## config.mk

```make
export PLATFORM = sky130hd
export DESIGN_NAME = led_pattern_ctrl
export DESIGN_NICKNAME = d
export VERILOG_FILES = /design/src/rtl/led_pattern_ctrl.sv
export SDC_FILE = /design/constraint.sdc
export NUM_CORES = 1
export LEC_CHECK = 0
export CAP_MARGIN = 20
export CORE_MARGIN = 10
export CORE_UTILIZATION = 65
export DETAILED_ROUTE_END_ITERATION = 16
export DONT_BUFFER_PORTS = 1
export PLACE_DENSITY = 0.81
export RECOVER_POWER = 50
export SETUP_SLACK_MARGIN = 0.15
export SYNTH_ARGS = -nofsm -noshare
export SYNTH_HDL_FRONTEND = slang
export SYNTH_SLANG_ARGS = --single-unit
```

## constraint.sdc

```tcl
create_clock -name clk -period 6.5 [get_ports clk]
set_input_delay 1.3 -clock clk [delete_from_list [all_inputs] [get_ports clk]]
set_output_delay 1.3 -clock clk [all_outputs]
set_load 0.01 [all_outputs]
```

## src/rtl/led_pattern_ctrl.sv

```systemverilog
// LED bar sequencer: step-rate prescaler, pattern-mode FSM and bounce direction.
// Define LED_PATTERN_BLINK_EN to include the BLINK mode (else modes cycle 0->1->2).
module led_pattern_ctrl #(
  parameter int WIDTH = 10,
  parameter int DIV_W = 24
) (
  input  logic             clk,
  input  logic             rst,
  input  logic             run,
  input  logic             mode_next,
  input  logic [DIV_W-1:0] step_div,
  output logic [WIDTH-1:0] leds,
  output logic [1:0]       mode,
  output logic             step
);

  typedef enum logic [1:0] {
    BOUNCE = 2'd0,
    CHASE  = 2'd1,
    FILL   = 2'd2,
    BLINK  = 2'd3
  } mode_t;

  mode_t            cur_mode;
  logic             dir_up;
  logic [DIV_W-1:0] cnt;

  function automatic mode_t next_mode(input mode_t m);
`ifdef LED_PATTERN_BLINK_EN
    return mode_t'(m + 2'd1);
`else
    return (m == FILL) ? BOUNCE : mode_t'(m + 2'd1);
`endif
  endfunction

  function automatic logic [WIDTH-1:0] load_value(input mode_t m);
    return (m == BOUNCE) ? WIDTH'(3'b111) :
           (m == CHASE)  ? WIDTH'(1'b1)   : '0;
  endfunction

  assign mode = cur_mode;

  always_ff @(posedge clk) begin
    if (rst) begin
      cur_mode <= BOUNCE;
      leds     <= WIDTH'(3'b111);
      dir_up   <= 1'b1;
      cnt      <= '0;
      step     <= 1'b0;
    end else begin
      step <= 1'b0;
      // A mode switch swallows any tick that lands on the same cycle.
      if (mode_next) begin
        cur_mode <= next_mode(cur_mode);
        leds     <= load_value(next_mode(cur_mode));
        dir_up   <= 1'b1;
        cnt      <= '0;
      end else if (run) begin
        if (cnt >= step_div) begin
          cnt  <= '0;
          step <= 1'b1;
          case (cur_mode)
            BOUNCE: begin
              // Direction flips on the same tick that reaches an end.
              if (dir_up && leds[WIDTH-1]) begin
                dir_up <= 1'b0;
                leds   <= leds >> 1;
              end else if (!dir_up && leds[0]) begin
                dir_up <= 1'b1;
                leds   <= {leds[WIDTH-2:0], 1'b0};
              end else if (dir_up) begin
                leds   <= {leds[WIDTH-2:0], 1'b0};
              end else begin
                leds   <= leds >> 1;
              end
            end
            CHASE: leds <= {leds[WIDTH-2:0], leds[WIDTH-1]};
            FILL:  leds <= (&leds) ? '0 : {leds[WIDTH-2:0], 1'b1};
`ifdef LED_PATTERN_BLINK_EN
            BLINK: leds <= ~leds;
`endif
            default: leds <= leds;
          endcase
        end else begin
          cnt <= cnt + DIV_W'(1);
        end
      end
    end
  end

endmodule

```

### Yosys cells after proc, flatten, opt, wreduce, memory -nomap -nowiden

Cells that the tools add are included.

| cells by class | value |
|---|---|
| $add $sub $neg | 2 |
| magnitude comparators | 1 |
| equal/unequal tests | 3 |
| muxes and demuxes | 15 |
| bitwise gates (word level) | 1 |
| reductions and logical operators | 14 |

Operators with widths:

| kind | number |
|---|---|
| $mux 10 | 7 |
| $pmux 10 s3 | 1 |
| $add 24x1->24 const B | 1 |
| $ge 24x24->1 | 1 |
| $mux 24 | 1 |
| $reduce_and 10->1 | 1 |
| $reduce_bool 2->1 | 3 |
| $eq 2x1->1 const B | 2 |
| $logic_not 2->1 | 2 |
| $mux 1 | 4 |
| $reduce_and 4->1 | 1 |
| $reduce_bool 4->1 | 1 |
| $mux 3 | 1 |
| $reduce_and 3->1 | 1 |
| $reduce_or 3->1 | 1 |
| $add 2x1->2 const B | 1 |
| $eq 2x2->1 const B | 1 |
| $logic_and 1x1->1 | 2 |
| $mux 2 | 1 |
| $reduce_or 2->1 | 1 |
| $logic_not 1->1 | 1 |
| $not 1->1 | 1 |

| storage, ports and cells | value |
|---|---|
| register bits after elaboration | 38 |
| input port bits | 28 |
| output and inout bits | 13 |
| logic and storage cells | 41 |

### Depth between registers and ports, before layout

| logic depth | value |
|---|---|
| depth in word-level cells | 8 |
| depth in mapped cells | 10 |

### Least setup slack after synthesis

No wires, ideal clock.

| path | value |
|---|---|
| kind | input to register |
| from | input step_div[2] |
| to | register leds[8] |
| library setup time | 0.128 ns |
| arrival | 2.898 ns |
| setup slack | 3.475 ns |
| stages on the path | 10 |
| buffers on the path | 1 |
| cell sequence | inv_1 ha_1 a211o_1 a31oi_1 o311a_1 o21ai_2 o21ai_4 buf_6 mux2i_1 nor2_1 |

| between the ends | value |
|---|---|
| cells in the longest elaborated chain, start to end | 3 |

RTL lines:

| item | RTL line | RTL |
|---|---|---|
| from (decl) | 11 | `input logic [DIV_W-1:0] step_div,` |
| $ge 24x24->1 | 59 | `if (cnt >= step_div) begin` |
| $reduce_bool 2->1 (no source line) | -- |  |
| $reduce_and 3->1 (no source line) | -- |  |
| to (signal assigned) | 55 | `leds <= load_value(next_mode(cur_mode));` |
| to (signal assigned) | 67 | `leds <= leds >> 1;` |
| to (signal assigned) | 70 | `leds <= {leds[WIDTH-2:0], 1'b0};` |
| to (decl) | 12 | `output logic [WIDTH-1:0] leds,` |

Every way passes these cells.
A chain may end at the register's enable or synchronous reset.

### Final worst setup path

| path | value |
|---|---|
| from | input step_div[2] |
| to | register leds[1] |

Same word-level chain as after synthesis.

==> reports/qor.txt <==
Wirelength per Cell: 14.5 microns
DR vias: 2036
root buffer cell: clkbuf_8
Async SR Flop Fraction: 0
first-pass GRT wire length: 8680 microns
Synth area leaders: dfxtp_1, ha_1, nor2_1
Layout Utilization: 0.716
via/cell ratio: 5.69
Clock Skew: 0.00967 ns
Hold Path Depth: 2
Layout area overhead: 5.14%
post-synth top area share: 0.300
fmax: 0.238 GHz
reg2reg path depth: 8
# hold bufs at CTS: 0
clock network power share: 0.473
Switch Pwr: 0.000117 W
Syn Area/Cell: 8.17 sq um
syn_nets: 367
Critical Path RT: 6.66 ns
flops & latches, synth: 38
worst path arrival time: 4.37 ns
switching fraction of total power: 0.219
Max Transition Viols Final: 19
Worst Path Max Fanout: 18
final hold vios: 0
synth warn: 0
Final setup viols: 0
Main synth FF type: dfxtp_1
Die Span Y: 82.4 microns
clock transition at the registers of the reported paths: 0.08 ns
clk sink count: 38
Inserted Clock Buffers: 5
routability cong.: 0.793
# IOs: 41
Die Wd: 82.4 microns
Seq/Total Area, Yosys: 0.300
grt ovf: 0
Post-Syn Area: 2530 sq um
Place WS: 3.16 ns
Gate power share: 0.073
fin area: 2660 sq um
fin crit period: 4.20 ns
later-pin clock latency in the skew report: 0.30 ns
most frequent cells in the layout: nor2_1, dfxtp_1, inv_1, ha_1, nand2_1
Total GRT Usage: 0.159
antenna cells: 0
antenna violations before repair: 0
layout cells sized above 1: 0.0677
Power Total: 0.000532 W
placed instance area: 2540 sq um
Worst VDD drop: 0.141 mV
leakage power: 1.09 nW
Reg power frac: 0.454
RSZ-0062 raised after global routing: false
total negative slack: 0 ns
Startpoint Class: input port
post-CTS sizing: 0
most common cell after layout, fill and taps aside: nor2_1
vias in the first global route: 1949
postcts setup bufs: 0
total core area: 3720 sq um
worst setup margin: 2.30 ns
Post-synth EDFFs: 0
starting density of the core: 0.681
H-tree depth: 2
# fillers: 306
Worst-Margin Slew: 1.92 ns
Hold/Removal Path Class: flop to flop
die area: 6790 sq um
First DRT Iteration DRCs: 144
Longest Clk Path Bufs: 2
port bufs: 0
# nets final: 366
DP HPWL: 3930 microns
Antenna Nets Post-Route: 0
Pint: 0.000415 W
Initial DRT Pass Iterations: 4
Power Density: 200 nW/um^2
Rows: 22
element type at the critical path end: flop
Slew headroom: -0.294
largest net degree at the start of global routing: 20
fin crit share: 0.647
failing checks: max-capacitance violations, max-slew violations
Synth area leader: dfxtp_1
outcome: finished, violations left
kind of critical path: input port to flop
TritonCTS clock tree: built
overall routed net length: 5190 microns
DRC: 0
total of max-cap violations: 1
Netlist cell types: 49
Synth Instances: 310
synth_stat cells, drive strengths merged (7+ instances only):
cell type	number
a21oi	17
dfxtp	38
ha	29
inv	33
mux2i	8
nand2	27
nand3	22
nand4	9
nor2	43
nor3	7
o21ai	10
xnor2	12
xor2	7
final timing paths:
path	startpoint	endpoint	slack [ns]
setup / recovery	step_div[2]	leds[1]$_SDFFE_PP1P_	2.30
hold / removal	cnt[0]$_SDFFE_PP0P_	cnt[0]$_SDFFE_PP0P_	0.54
setup reg to reg	cnt[2]$_SDFFE_PP0P_	leds[1]$_SDFFE_PP1P_	2.87
hold reg to reg	cnt[0]$_SDFFE_PP0P_	cnt[0]$_SDFFE_PP0P_	0.54
final cells by class:
type,instances,area (sq um),share of cell area
tap,48,60.1,0.0226
inverter,33,124,0.0465
clock inverter,2,60.1,0.0226
clock buffer,6,82.6,0.0310
multi-input combinational,231,1580,0.592
sequential,38,761,0.286
power groups by stage:
stage	Sequential (W)	Clock [W]	Combinational (W)
floorplan	0.000245	0	0.0000342
global placement	0.000247	0	0.0000381
detailed placement	0.000247	0	0.0000396
CTS	0.000241	0.000254	0.0000398
global route	0.000242	0.000266	0.0000453
finish	0.000241	0.000252	0.0000388
critical path, cell delays in order:
cell and delay, ns:
inv_1 0.02, ha_1 0.29, a211o_1 0.29, a31oi_1 0.17
o311a_1 0.19, o21ai_0 0.20, o21ai_0 1.52, mux2i_1 0.30
a21oi_1 0.09
sequential cells by signal, indices dropped and copies added, names as in the netlist:
name / flops
cnt: 24
dir_up: 1
leds: 10
mode: 2
step: 1
kinds of logic after synthesis:
family | Yosys count | share of synthesized area
AO/OA/AOI/OAI | 47 | 0.133
buffers and inverters | 41 | 0.0677
multiplexers | 9 | 0.0361
AND/OR/NAND/NOR | 127 | 0.253
flip-flops | 38 | 0.300
XOR/XNOR | 19 | 0.0657
adder cells (fa/ha/maj) | 29 | 0.143
metrics by stage:
| stage | hold slack, ns | instances |
|---|---|---|
| after floorplan | 0.487 | 310 |
| after global placement | 0.508 | 350 |
| after detailed placement | 0.517 | 350 |
| after CTS | 0.539 | 358 |
| after global routing | 0.568 | 358 |
| final | 0.542 | 358 |
layer usage:
metal / wire length [microns] / track usage / part of all wire
met5: 0 / 0 / 0
met2: 2290 / 0.250 / 0.44
met3: 277 / 0.0529 / 0.053
met4: 66 / 0.0476 / 0.013
met1: 2560 / 0.203 / 0.49
(Power assumes the default switching activity.)
